==> config.mk <==
export PLATFORM = sky130hd
export DESIGN_NAME = emergency_request_conditioner_flat
export DESIGN_NICKNAME = d
export VERILOG_FILES = /design/src/rtl/emergency_request_conditioner_pkg.sv /design/src/rtl/emergency_request_conditioner_if.sv /design/src/rtl/emergency_request_conditioner_sync_debounce.sv /design/src/rtl/emergency_request_conditioner.sv /design/src/flat_wrapper.sv
export SDC_FILE = /design/constraint.sdc
export NUM_CORES = 1
export LEC_CHECK = 0
export ABC_AREA = 1
export CORE_AREA = 5 5 64 66
export DETAILED_ROUTE_END_ITERATION = 6
export DIE_AREA = 0 0 69 71
export MAX_ROUTING_LAYER = met4
export PLACE_DENSITY = 0.79
export SYNTH_ARGS = -nofsm -noshare
export SYNTH_HDL_FRONTEND = slang
export SYNTH_SLANG_ARGS = --single-unit
==> constraint.sdc <==
create_clock -name Clk -period 2.3 [get_ports Clk]
set_clock_uncertainty 0.2 [all_clocks]
set_input_delay 0.345 -clock Clk [delete_from_list [all_inputs] [get_ports Clk]]
set_output_delay 0.345 -clock Clk [all_outputs]
set_load 0.1 [all_outputs]
==> src/rtl/emergency_request_conditioner_pkg.sv <==
// -----------------------------------------------------------------------------
// emergency_request_conditioner_pkg
// Shared definitions for the emergency request conditioner:
//   - state_t       : arbitration FSM states
//   - DEF_*         : default timing constants
//   - cnt_w_fits()  : checks that a counter width can hold every cycle count
// Optional feature macro used elsewhere in this block: ROUND_ROBIN_EN.
// -----------------------------------------------------------------------------
package emergency_request_conditioner_pkg;

    typedef enum logic [1:0] {
        ST_IDLE     = 2'd0,
        ST_GRANT_M  = 2'd1,
        ST_GRANT_S  = 2'd2,
        ST_COOLDOWN = 2'd3
    } state_t;

    localparam int DEF_DEB_CYCLES = 4;
    localparam int DEF_MIN_HOLD   = 8;
    localparam int DEF_MAX_HOLD   = 200;
    localparam int DEF_COOLDOWN   = 20;
    localparam int DEF_CNT_W      = 8;

    // True when 2^cnt_w exceeds the largest count the counters must reach.
    function automatic bit cnt_w_fits(input int cnt_w, input int deb_cycles,
                                      input int max_hold, input int cooldown);
        longint biggest;
        biggest = deb_cycles;
        if (max_hold > biggest) biggest = max_hold;
        if (cooldown > biggest) biggest = cooldown;
        return (cnt_w > 0) && (cnt_w < 62) && ((longint'(1) << cnt_w) > biggest);
    endfunction

endpackage

==> src/rtl/emergency_request_conditioner_if.sv <==
// -----------------------------------------------------------------------------
// emergency_request_conditioner_if
// Signal bundle between the raw sensors, the conditioner and the light
// controller.
//   Main_Sensor_raw / Side_Sensor_raw : raw asynchronous sensor lines
//   Main_Special / Side_Special       : priority requests (never both 1)
//   Main_Pending / Side_Pending       : debounced request waiting for grant
//   Timeout_Flag                      : one-cycle pulse on forced release
//   state_dbg                         : current arbitration state
// Modports: slave = conditioner side, master = sensor/controller side.
//
// Handshake: there is no valid/ready pair here. A request is a level: the
// grant stays high while the debounced request is high (bounded below by the
// minimum hold and above by the maximum hold); dropping the request is the
// only way to release it early, and the receiver never back-pressures.
// -----------------------------------------------------------------------------
interface emergency_request_conditioner_if;
    import emergency_request_conditioner_pkg::*;

    logic   Main_Sensor_raw;
    logic   Side_Sensor_raw;
    logic   Main_Special;
    logic   Side_Special;
    logic   Main_Pending;
    logic   Side_Pending;
    logic   Timeout_Flag;
    state_t state_dbg;

    modport slave (
        input  Main_Sensor_raw, Side_Sensor_raw,
        output Main_Special, Side_Special, Main_Pending, Side_Pending,
               Timeout_Flag, state_dbg
    );

    modport master (
        output Main_Sensor_raw, Side_Sensor_raw,
        input  Main_Special, Side_Special, Main_Pending, Side_Pending,
               Timeout_Flag, state_dbg
    );

endinterface

==> src/rtl/emergency_request_conditioner_sync_debounce.sv <==
// -----------------------------------------------------------------------------
// emergency_request_conditioner_sync_debounce
// Two-flop synchroniser followed by a debounce counter for one sensor line.
// Ports:
//   Clk, Rst_n : clock, asynchronous active-low reset
//   raw        : raw asynchronous sensor input
//   level      : debounced level
// The level flips on the edge after DEB_CYCLES consecutive synchronised
// samples have disagreed with it; any agreeing sample restarts the count.
// -----------------------------------------------------------------------------
module emergency_request_conditioner_sync_debounce #(
    parameter int DEB_CYCLES = 4,
    parameter int CNT_W      = 8
) (
    input  logic Clk,
    input  logic Rst_n,
    input  logic raw,
    output logic level
);

    logic             sync1;
    logic             sync2;
    logic [CNT_W-1:0] deb_cnt;

    always_ff @(posedge Clk or negedge Rst_n) begin
        if (!Rst_n) begin
            sync1   <= 1'b0;
            sync2   <= 1'b0;
            deb_cnt <= '0;
            level   <= 1'b0;
        end else begin
            sync1 <= raw;
            sync2 <= sync1;
            // A full count of disagreeing samples flips the level on the
            // following edge; the counter never exceeds DEB_CYCLES.
            if (deb_cnt == CNT_W'(DEB_CYCLES)) begin
                level   <= ~level;
                deb_cnt <= '0;
            end else if (sync2 != level) begin
                deb_cnt <= deb_cnt + 1'b1;
            end else begin
                deb_cnt <= '0;
            end
        end
    end

endmodule

==> src/rtl/emergency_request_conditioner.sv <==
// -----------------------------------------------------------------------------
// emergency_request_conditioner
// Conditions raw main/side emergency sensors into Main_Special/Side_Special
// priority requests: synchronise + debounce, grant one road at a time with
// minimum and maximum hold, and cool down after a stuck-sensor timeout.
// Ports:
//   Clk   : clock, rising edge
//   Rst_n : asynchronous active-low reset
//   bus   : emergency_request_conditioner_if.slave (sensors in, requests,
//           pending, timeout pulse and state_dbg out)
// Macro ROUND_ROBIN_EN: when defined, simultaneous eligibility goes to the
// road not served most recently; otherwise side always beats main.
// -----------------------------------------------------------------------------
module emergency_request_conditioner
    import emergency_request_conditioner_pkg::*;
#(
    parameter int DEB_CYCLES = DEF_DEB_CYCLES,
    parameter int MIN_HOLD   = DEF_MIN_HOLD,
    parameter int MAX_HOLD   = DEF_MAX_HOLD,
    parameter int COOLDOWN   = DEF_COOLDOWN,
    parameter int CNT_W      = DEF_CNT_W
) (
    input logic                            Clk,
    input logic                            Rst_n,
    emergency_request_conditioner_if.slave bus
);

    if (!cnt_w_fits(CNT_W, DEB_CYCLES, MAX_HOLD, COOLDOWN)) begin : g_cnt_w_check
        $error("CNT_W too narrow for DEB_CYCLES/MAX_HOLD/COOLDOWN");
    end

    localparam logic [CNT_W-1:0] MIN_LAST = CNT_W'(MIN_HOLD - 1);
    localparam logic [CNT_W-1:0] MAX_LAST = CNT_W'(MAX_HOLD - 1);
    localparam logic [CNT_W-1:0] CD_LAST  = CNT_W'(COOLDOWN - 1);

    logic             main_deb, side_deb;
    logic             main_armed, side_armed;
    logic             main_elig, side_elig, side_wins;
    logic             main_to, side_to;
    logic             timeout_q;
    logic [CNT_W-1:0] state_cnt;
    state_t           state, state_nxt;

    emergency_request_conditioner_sync_debounce #(
        .DEB_CYCLES(DEB_CYCLES), .CNT_W(CNT_W)
    ) u_main_deb (
        .Clk(Clk), .Rst_n(Rst_n), .raw(bus.Main_Sensor_raw), .level(main_deb)
    );

    emergency_request_conditioner_sync_debounce #(
        .DEB_CYCLES(DEB_CYCLES), .CNT_W(CNT_W)
    ) u_side_deb (
        .Clk(Clk), .Rst_n(Rst_n), .raw(bus.Side_Sensor_raw), .level(side_deb)
    );

    assign main_elig = main_deb & main_armed;
    assign side_elig = side_deb & side_armed;

`ifdef ROUND_ROBIN_EN
    // 1: main was the last road granted. Reset value lets side win first.
    logic main_last;

    always_ff @(posedge Clk or negedge Rst_n) begin
        if (!Rst_n) begin
            main_last <= 1'b1;
        end else if (state == ST_IDLE && state_nxt == ST_GRANT_M) begin
            main_last <= 1'b1;
        end else if (state == ST_IDLE && state_nxt == ST_GRANT_S) begin
            main_last <= 1'b0;
        end
    end

    assign side_wins = side_elig & (~main_elig | main_last);
`else
    assign side_wins = side_elig;
`endif

    always_ff @(posedge Clk or negedge Rst_n) begin
        if (!Rst_n) begin
            state <= ST_IDLE;
        end else begin
            state <= state_nxt;
        end
    end

    always_comb begin
        state_nxt = state;
        main_to   = 1'b0;
        side_to   = 1'b0;
        case (state)
            ST_IDLE: begin
                if (side_wins) begin
                    state_nxt = ST_GRANT_S;
                end else if (main_elig) begin
                    state_nxt = ST_GRANT_M;
                end
            end
            ST_GRANT_M: begin
                // Release takes precedence over timeout on the same edge.
                if (state_cnt >= MIN_LAST && !main_deb) begin
                    state_nxt = ST_IDLE;
                end else if (state_cnt == MAX_LAST) begin
                    state_nxt = ST_COOLDOWN;
                    main_to   = 1'b1;
                end
            end
            ST_GRANT_S: begin
                if (state_cnt >= MIN_LAST && !side_deb) begin
                    state_nxt = ST_IDLE;
                end else if (state_cnt == MAX_LAST) begin
                    state_nxt = ST_COOLDOWN;
                    side_to   = 1'b1;
                end
            end
            ST_COOLDOWN: begin
                if (state_cnt == CD_LAST) begin
                    state_nxt = ST_IDLE;
                end
            end
            default: state_nxt = ST_IDLE;
        endcase
    end

    // One counter serves both hold and cooldown timing: it restarts on every
    // state change and saturates instead of wrapping.
    always_ff @(posedge Clk or negedge Rst_n) begin
        if (!Rst_n) begin
            state_cnt <= '0;
        end else if (state_nxt != state) begin
            state_cnt <= '0;
        end else if (state_cnt != '1) begin
            state_cnt <= state_cnt + 1'b1;
        end
    end

    // A timed-out road stays disarmed until its debounced request drops.
    always_ff @(posedge Clk or negedge Rst_n) begin
        if (!Rst_n) begin
            main_armed <= 1'b1;
            side_armed <= 1'b1;
            timeout_q  <= 1'b0;
        end else begin
            timeout_q <= main_to | side_to;
            if (main_to) begin
                main_armed <= 1'b0;
            end else if (!main_deb) begin
                main_armed <= 1'b1;
            end
            if (side_to) begin
                side_armed <= 1'b0;
            end else if (!side_deb) begin
                side_armed <= 1'b1;
            end
        end
    end

    assign bus.Main_Special = (state == ST_GRANT_M);
    assign bus.Side_Special = (state == ST_GRANT_S);
    assign bus.Main_Pending = main_elig & (state != ST_GRANT_M);
    assign bus.Side_Pending = side_elig & (state != ST_GRANT_S);
    assign bus.Timeout_Flag = timeout_q;
    assign bus.state_dbg    = state;

endmodule

==> src/flat_wrapper.sv <==
// flat-port wrapper written by rule: the top's interface ports become plain ports
module emergency_request_conditioner_flat import emergency_request_conditioner_pkg::*;
#(
    parameter int DEB_CYCLES = DEF_DEB_CYCLES,
    parameter int MIN_HOLD   = DEF_MIN_HOLD,
    parameter int MAX_HOLD   = DEF_MAX_HOLD,
    parameter int COOLDOWN   = DEF_COOLDOWN,
    parameter int CNT_W      = DEF_CNT_W
)
  (Clk, Rst_n, bus_Main_Sensor_raw, bus_Side_Sensor_raw, bus_Main_Special, bus_Side_Special, bus_Main_Pending, bus_Side_Pending, bus_Timeout_Flag, bus_state_dbg);
  emergency_request_conditioner_if bus_i ();
  input logic Clk;
  input logic Rst_n;
  input wire logic [$bits(bus_i.Main_Sensor_raw)-1:0] bus_Main_Sensor_raw;
  input wire logic [$bits(bus_i.Side_Sensor_raw)-1:0] bus_Side_Sensor_raw;
  output wire logic [$bits(bus_i.Main_Special)-1:0] bus_Main_Special;
  output wire logic [$bits(bus_i.Side_Special)-1:0] bus_Side_Special;
  output wire logic [$bits(bus_i.Main_Pending)-1:0] bus_Main_Pending;
  output wire logic [$bits(bus_i.Side_Pending)-1:0] bus_Side_Pending;
  output wire logic [$bits(bus_i.Timeout_Flag)-1:0] bus_Timeout_Flag;
  output wire logic [$bits(bus_i.state_dbg)-1:0] bus_state_dbg;
  assign bus_i.Main_Sensor_raw = bus_Main_Sensor_raw;
  assign bus_i.Side_Sensor_raw = bus_Side_Sensor_raw;
  assign bus_Main_Special = bus_i.Main_Special;
  assign bus_Side_Special = bus_i.Side_Special;
  assign bus_Main_Pending = bus_i.Main_Pending;
  assign bus_Side_Pending = bus_i.Side_Pending;
  assign bus_Timeout_Flag = bus_i.Timeout_Flag;
  assign bus_state_dbg = bus_i.state_dbg;
  emergency_request_conditioner #(.DEB_CYCLES(DEB_CYCLES), .MIN_HOLD(MIN_HOLD), .MAX_HOLD(MAX_HOLD), .COOLDOWN(COOLDOWN), .CNT_W(CNT_W)) u_core (.Clk(Clk), .Rst_n(Rst_n), .bus(bus_i));
endmodule
== Word level (Yosys, flattened, before mapping) ==
Index checks and enable logic that the tools add are counted.
Storage, ports and cells
  register bits: 35
  bits of input ports: 4
  output and inout bits: 7
  word-level logic and storage cells: 67
Operators by class
  $add $sub $neg: 3
  order comparisons: 1
  equality and inequality tests: 15
  muxes and demuxes: 22
  bitwise gates (word level): 7
  reduce and logical (&&, ||, !) cells: 6
Operators by type and width (number)
  $mux W8: 6
  $add A8 B1 Y8 const B: 3
  $eq A8 B3 Y1 const B: 2
  $mux W2: 6
  $mux W1: 9
  $eq A8 B5 Y1 const B: 1
  $eq A8 B8 Y1 const B: 1
  $ge A8 B3 Y1 const B: 1
  $ne A8 B8 Y1 const B: 1
  $pmux W2 S4: 1
  $ne A2 B1 Y1 const B: 3
  $and A1 B1 Y1: 4
  $eq A2 B2 Y1 const B: 2
  $eq A2 B1 Y1 const B: 1
  $logic_and A1 B1 Y1: 2
  $logic_not A1 Y1: 2
  $logic_not A2 Y1: 1
  $ne A1 B1 Y1: 2
  $ne A2 B2 Y1: 1
  $ne A2 B2 Y1 const B: 1
  $not A1 Y1: 2
  $reduce_bool A2 Y1: 1
  $or A1 B1 Y1: 1

== Longest topological paths before layout ==
Gate-level depths: netlist of run 1.
  depth after elaboration: 6
  mapped depth: 12
  gate-level depth less buffers: 12

== Hierarchy ==
A second synthesis of run 1 with hierarchy kept.
Unflattened totals
  cell total of the unflattened synthesis: 236
  area total of the unflattened synthesis: 1940.6 um2
By module, submodules not included
  emergency_request_conditioner_sync_debounce: times used 2, cells an instance 68, area each 543.0 um2, sequential area each 275.3 um2
  emergency_request_conditioner: times used 1, cells an instance 100, area each 854.6 um2, sequential area each 327.8 um2

== Worst setup path after synthesis of run 1 ==
No wires, ideal clock.
  path type: flip-flop to output port
  start point: reg u_core.state[1] (netlist: u_core.bus.state_dbg[1])
  end point: out bus_Main_Pending
  arrival time: 2.857 ns
  setup slack: -1.102 ns
  stages on the path, launching flop included: 3
  path through: dfrtp_1 -> nor2_2 -> nor2_1
On the way
  word-level cells in the longest chain between the ends: 2
RTL lines
  from (decl): RTL line emergency_request_conditioner.sv:42  | state_t state, state_nxt;
  from (signal assigned): RTL line emergency_request_conditioner.sv:82  | state <= state_nxt;
  $ne A2 B1 Y1: RTL line emergency_request_conditioner.sv:159  | assign bus.Main_Pending = main_elig & (state != ST_GRANT_M);
  $and A1 B1 Y1: RTL line emergency_request_conditioner.sv:159
  to (decl): RTL line flat_wrapper.sv:18  | output wire logic [$bits(bus_i.Main_Pending)-1:0] bus_Main_Pending;
No other way between the ends.

== Final worst setup path of run 1 ==
  start point: reg u_core.state_cnt[0]
  end point: reg u_core.state_cnt[2]
On the way
  word-level cells in the longest chain between the ends: 6
  elaborated cells on any way between the ends: 16
  those cells by class: 1 x add/sub; 1 x order compare; 4 x eq/ne; 7 x mux; 3 x reduce/logical
RTL lines
  from (decl): RTL line emergency_request_conditioner.sv:41  | logic [CNT_W-1:0] state_cnt;
  from (signal assigned): RTL line emergency_request_conditioner.sv:132  | state_cnt <= state_cnt + 1'b1;
  $ge A8 B3 Y1 or $eq A8 B8 Y1 (tied branches)
  $logic_and A1 B1 Y1, or another cell as far along: RTL line emergency_request_conditioner.sv:108  | if (state_cnt >= MIN_LAST && !side_deb) begin
  $mux W2 (on tied branches): RTL line emergency_request_conditioner.sv:108, emergency_request_conditioner.sv:100
  $pmux W2 S4 (*): RTL line emergency_request_conditioner.sv:90  | case (state)
  net u_core.state_nxt[1]: RTL line emergency_request_conditioner.sv:42
  $ne A2 B2 Y1 (*): RTL line emergency_request_conditioner.sv:129  | end else if (state_nxt != state) begin
  $mux W8 or $reduce_bool A2 Y1 (tied branches)
Mark *: on every way through the listed nets, which the timed path passes. The rest lies on a longest branch. The select of a mux whose other input is x is not followed.
A chain may end at the register's enable or synchronous reset.

==> results of run 1 <==
[final cells by class]
cell class | count | area, µm²
fillers | 325 | 1450
flip-flops and latches | 35 | 885.9
multi-input cells | 139 | 835.8
repair buffers | 11 | 140.1
inverters | 27 | 101.3
well taps | 48 | 60.06
clock buffers | 7 | 45.04
clock inverters | 1 | 5.005
[placed cells by master (no fill, tap or decap), drive strengths merged]
master and n:
a31oi 2, nand4 4, buf 8, clkinv 2, o21ai 5, dfrtp 33, nor3b 2, clkdlybuf4s50 3
nor3 5, o41ai 2, and3 2, o21bai 1, dfstp 2, nor2 42, clkbuf 7, xor2 11
o211ai 2, xnor2 2, a21oi 5, ha 5, mux2 1, nand2 34, inv 26, nor4 2
nand3 12
[cell families (layout without fill, tap and decap cells)]
family,count (synthesis),after routing
AND/OR/NAND/NOR,103,103
multiplexers,1,1
flip-flops,35,35
adder cells (fa/ha/maj),5,5
AO/OA/AOI/OAI,17,17
buffers and inverters,27,46
XOR/XNOR,13,13
[worst max path at each step]
stage | start | end | cells past startpoint
after CTS | u_core.bus.state_dbg[1] | bus_Side_Pending | 4
after floorplan | u_core.bus.state_dbg[0] | u_core.state_cnt[5] | 7
after global routing | u_core.state_cnt[0] | u_core.state_cnt[5] | 11
final | u_core.state_cnt[0] | u_core.state_cnt[2] | 11
after detailed placement | u_core.state_cnt[0] | u_core.state_cnt[0] | 11
after global placement | u_core.state_cnt[0] | u_core.state_cnt[7] | 11
[routing by layer]
metal,global-route usage,vias to the layer above
met5,-,-
met4,0.07375,0
met3,0.03551,10
met2,0.2161,23
met1,0.1544,618
li1,-,680
[per-stage QoR]
step                      setup slack (ns)  power (mW)  hold WS, ns  utilization  area [µm²]
after CTS                           0.3841       2.478       0.1583       0.5884        2073
final                               0.3943       2.448       0.1564       0.5884        2073
after global placement              0.4400       2.152       0.1331       0.5742        2023
after floorplan                    0.05016       1.814      -0.1506            -        1823
after global routing                0.2541       2.606       0.1756       0.5884        2073
after detailed placement            0.4078       2.160       0.1347       0.5742        2023
[registers in the layout (all words and copies together) (netlist names)]
name and count:
u_core.u_main_deb.deb_cnt 8, u_core.u_main_deb.level 1, u_core.u_main_deb.sync1 1, u_core.bus.state_dbg 2, u_core.main_armed 1, u_core.u_main_deb.sync2 1
u_core.bus.Timeout_Flag 1, u_core.u_side_deb.level 1, u_core.u_side_deb.sync2 1, u_core.side_armed 1, u_core.u_side_deb.sync1 1, u_core.state_cnt 8
u_core.u_side_deb.deb_cnt 8
[power breakdown]
part | internal, mW | leakage (nW) | switching, mW
Combinational | 0.409 | 0.471 | 0.884
Clock | 0.119 | 0.0293 | 0.197
Sequential | 0.724 | 0.456 | 0.115
==> results.py, run 1 <==
metrics = {
    "outcome": {
        "status": "finished, final reports clean",
    },
    "cts": {
        "cts_tree": "built",
        "cts_num_sinks": 35,
        "cts_made_buffers": 5,
        "clock-root-buffer": "clkbuf_4",
        "postCtsSetupRepairBufs": 0,
        "insertion_delay_ns": 0.33,
        "clk_pin_slew_worst_paths_ns": 0.10,
        "postCtsHoldBufs": 0,
        "cts-resized-gates": 0,
        "htree_levels": 2,
        "clockBufferDepth": 2,
    },
    "sta": {
        "drv_slew": 0,
        "finalHoldViolCount": 0,
        "fin_crit_sh": 0.8286,
        "setup_violations": 0,
        "fmax_mhz": 524.7,
        "grt_setup_unrepaired": "no",
        "tightest_slew_ns": 0.5657,
        "setup_tns_ns": 0,
        "max_slew_margin": 0.6179,
        "period_needed_ns": 1.906,
    },
    "routing": {
        "drt_iter0_drc": 55,
        "wl_met3_um": 119,
        "wl_per_cell_um": 10.89,
        "viasPerCell": 4.966,
        "vias": 1331,
        "ant_nets": 0,
        "top_layer_used": "met4",
        "route.met2.wl_um": 1371,
        "dr.pass1.iters": 4,
        "met1_length_um": 1346,
        "drc": 0,
        "wl_um": 2919,
    },
    "worst_setup_path": {
        "crit_slowest_cell": "dfrtp_1",
        "crit_type": "reg -> reg",
        "path_buf_inv": 1,
        "r2r_start": "u_core.state_cnt[0]",
        "cpMostUsedCell": "nand2_2",
        "crit_fanout": 8,
        "cp.required_ns": 2.32,
        "worstRegToRegCells": 11,
        "reg2reg_to": "u_core.state_cnt[2]",
        "endpoint_kind": "register",
        "cp_slowest_stage_delay_ns": 0.42,
        "critPathArrivalTime_ns": 1.93,
        "ff2ff_setup_slack_ns": 0.39,
        "cp_top_family": "simple AND/OR/NAND/NOR gates",
        "start_kind": "register",
        "crit_chain": "ha_1 > nand2_2 > nand2_1 > inv_1 > nand2_2 > nand2_1 > nand3_1 > nand3_2 > nand2_2 > nand3_4 > nor2_2",
    },
    "place": {
        "portBuffers": 10,
        "gp_congestion": 0.9124,
        "hpwl_um": 2163,
        "placedCellCount": 260,
    },
    "floorplan": {
        "pin_count": 11,
        "rows": 22,
        "die-area_um2": 4899,
        "start_util": 0.5082,
        "core_um2": 3523,
        "die_w_um": 69,
        "die_h_um": 71,
    },
    "logic_synthesis": {
        "syn_area_um2": 1790,
        "synth_top_family_by_area": "simple AND/OR/NAND/NOR gates",
        "post-synth-top-count-cell": "dfrtp_1",
        "synthTopCellsByArea": "dfrtp_1, nand2_1, nor2_1",
        "ys.flop_type": "dfrtp_1",
        "synth_xor_area_frac": 0.06359,
        "synth_commonest_cells": "dfrtp_1, nand2_1, nor2_1",
        "synthMuxAreaShare": 0.006289,
        "synth_top_area_cell": "dfrtp_1",
        "ys_async_sr_fraction": 1.000,
        "ys_warn_count": 0,
        "synth_seq_cells": 35,
        "yosys.area.top_type_share": 0.4612,
        "postSynthCellCount": 201,
        "synth_cell_types": 29,
        "synth-simple-area-share": 0.2865,
        "synth_compound_area_frac": 0.06150,
        "syn-mean-instance-area_um2": 8.908,
        "synthAdderAreaFrac": 0.03494,
        "yosysSeqAreaShare": 0.4906,
        "synth-edff-count": 0,
        "synth_nets": 210,
    },
    "cells_and_area": {
        "areaGrowthSynthToFinish_pct": 15.79,
        "final_layout_size_suffix_gt1_frac": 0.2182,
        "antenna_cells": 0,
        "fin_nets": 228,
        "fin_cells": 268,
    },
    "hold_path": {
        "min-delay-start": "u_core.u_side_deb.sync1",
        "min_delay_path_depth": 0,
        "holdPathEnd": "u_core.u_side_deb.sync2",
        "hp-class": "reg -> reg",
    },
    "pwr": {
        "power_density_nw_per_um2": 1181,
        "cellLeakagePower_nw": 0.9563,
        "peakVddDrop_uv": 581.4,
    },
    "grt": {
        "antenna_found_initial": 0,
        "grt_pass1_vias": 1236,
        "grt_max_degree": 36,
        "grt_pass1_wl_um": 5209,
        "grt_overflow": 0,
        "grt.total_usage": 0.1350,
    },
    "flow_run": {
        "cap_viol_max_count": 0,
    },
}
Power figures use the tool's default switching activity.
==> run 2: changes to the inputs <==
clock period = 1.8 ns   (was 2.3 ns; I/O delays follow)
==> run 2 against run 1 <==
Effect of this change:
- critical path depth grew 1
- first-iteration DRC count is 25% higher
- routed wire length grew 8.5%
- global-route usage up 1.7 points
- largest cell class unchanged
- maximum frequency increased by 6.5%
- combinational power up 48%
- clock power increased by 29%
- register-to-register slack got worse by 0.38 ns
- hold slack lost 0.078 ns
- via count rose by 3.0%
- total power grew 39%
==> results.py, run 2 (synthesized netlist as in run 1, its figures left out) <==
metrics = {
    "cells_and_area": {
        "final_layout_size_suffix_gt1_frac": 0.3004,
        "fin_nets": 241,
        "final_common_cell": "dfrtp_1",
        "areaGrowthSynthToFinish_pct": 26.21,
        "fillers": 293,
        "antenna_cells": 0,
        "top_regs": "u_core.state_cnt x8, u_core.u_main_deb.deb_cnt x8, u_core.u_side_deb.deb_cnt x8",
        "final_cell_mix": "dfrtp_1, nand2_1, nor2_1",
    },
    "sta": {
        "fin_crit_sh": 0.9944,
        "fmax_mhz": 558.7,
        "grt_setup_unrepaired": "yes",
        "drv_slew": 0,
        "tightest_slew_ns": 0.5413,
        "layout_setup_ws_ns": 0.01009,
        "setup_violations": 0,
        "period_needed_ns": 1.790,
        "max_slew_margin": 0.6344,
        "whs_ns": 0.07868,
        "finalHoldViolCount": 0,
    },
    "grt": {
        "grt_max_degree": 36,
        "grt_pass1_wl_um": 5761,
        "grt_pass1_vias": 1338,
        "grt.total_usage": 0.1515,
        "antenna_found_initial": 0,
        "grt_overflow": 0,
    },
    "pwr": {
        "intPower_mw": 1.781,
        "p_seq_frac": 0.319,
        "peakVddDrop_uv": 605.0,
        "power_density_nw_per_um2": 1507,
        "cellLeakagePower_nw": 1.042,
        "finalPower_mw": 3.405,
        "power_switching_mw": 1.624,
        "clock_power_share": 0.120,
        "pwr-share-comb": 0.561,
        "switching_share": 0.4769,
    },
    "routing": {
        "drt_iter0_drc": 69,
        "dr.pass1.iters": 4,
        "drc": 0,
        "wl_per_cell_um": 11.27,
        "ant_nets": 0,
        "wl_um": 3166,
        "viasPerCell": 4.879,
        "vias": 1371,
    },
    "worst_setup_path": {
        "critPathArrivalTime_ns": 1.86,
        "cp_top_family": "simple AND/OR/NAND/NOR gates",
        "crit_type": "reg -> reg",
        "path_buf_inv": 2,
        "cp.required_ns": 1.87,
        "cp-startpoint": "u_core.state_cnt[0]",
        "start_kind": "register",
        "ff2ff_setup_slack_ns": 0.01,
        "r2r_start": "u_core.state_cnt[0]",
        "cp_slowest_stage_delay_ns": 0.44,
        "endpoint_kind": "register",
        "crit_fanout": 8,
        "crit_chain": "ha_4 > nand2_2 > nand2_1 > inv_1 > nand2_2 > nand2_2 > nand2_1 > o211ai_1 > nand2_1 > clkinv_2 > nand3_4 > nor2_2",
        "crit_slowest_cell": "dfrtp_1",
    },
    "floorplan": {
        "die_h_um": 71,
        "die_w_um": 69,
        "pin_count": 11,
        "core_um2": 3523,
        "die-area_um2": 4899,
        "start_util": 0.5082,
        "rows": 22,
    },
    "place": {
        "portBuffers": 10,
        "gp_congestion": 0.8711,
        "hpwl_um": 2220,
        "dpl_worst_slack_ns": -0.06238,
    },
    "flow_run": {
        "cap_viol_max_count": 0,
    },
    "outcome": {
        "status": "finished, final reports clean",
    },
    "cts": {
        "postCtsHoldBufs": 0,
        "clockBufferDepth": 2,
        "cts_made_buffers": 5,
        "htree_levels": 2,
        "cts_num_sinks": 35,
        "cts_tree": "built",
        "clk_pin_slew_worst_paths_ns": 0.11,
        "insertion_delay_ns": 0.34,
        "clock-root-buffer": "clkbuf_4",
    },
    "hold_path": {
        "hp-class": "in -> async",
    },
}
run 2: changes by cell type in the layout (fill, tap and decap cells not counted), sizes merged:
cell	previous run	this run
buf	8	21
clkbuf	7	5
clkinv	2	4
run 2: what timing repair did:
action / in CTS / in global routing
resized for setup: 5 / 1
pin swaps: 7 / 3
endpoints found under the setup margin: 12 / 10
setup buffers: 7 / 0
run 2: layer usage:
metal	part of all wire	global-route usage	wire, µm	vias to the layer above
met2	0.46	0.2256	1455	26
li1	-	-	-	711
met5	0	-	0	-
met3	0.049	0.05540	154	5
met4	0.018	0.06508	57	0
met1	0.47	0.1853	1498	629
run 2: through the flow:
stage               setup TNS [ns]  cells  instance area (µm²)    util
finish                           0    281                 2260  0.6413
global route                -1.101    281                 2260  0.6413
CTS                       -0.01652    281                 2250  0.6385
detailed placement         -0.4121    266                 2133  0.6055
global placement                 0    266                 2133  0.6055
floorplan                   -3.800    201                 1838       -
run 2: final cells by class:
class / count / area (µm²) / share of cell area
Clock buffer: 5 / 37.54 / 0.01661
Sequential cell: 35 / 885.9 / 0.3920
Clock inverter: 3 / 15.01 / 0.006645
Tap cell: 48 / 60.06 / 0.02658
Inverter: 27 / 107.6 / 0.04762
Timing Repair Buffer: 24 / 287.8 / 0.1274
Multi-Input combinational cell: 139 / 865.8 / 0.3832
run 2: path summary, 6_finish.rpt:
path | endpoint | cells after the start
max | u_core.state_cnt[7] | 12
min | u_core.u_main_deb.deb_cnt[6] | 2
max reg2reg | u_core.state_cnt[7] | 12
min reg2reg | u_core.u_side_deb.sync2 | 0
max in group asynchronous | u_core.main_armed | 2
min in group Clk | u_core.u_side_deb.sync1 | 1
run 2: power groups by stage:
stage,sequential [mW],clock [mW],combinational (mW)
after detailed placement,1.11,0,1.78
after global placement,1.10,0,1.76
after global routing,1.11,0.450,2.06
after floorplan,1.23,0,1.11
final,1.09,0.409,1.91
after CTS,1.08,0.428,1.92
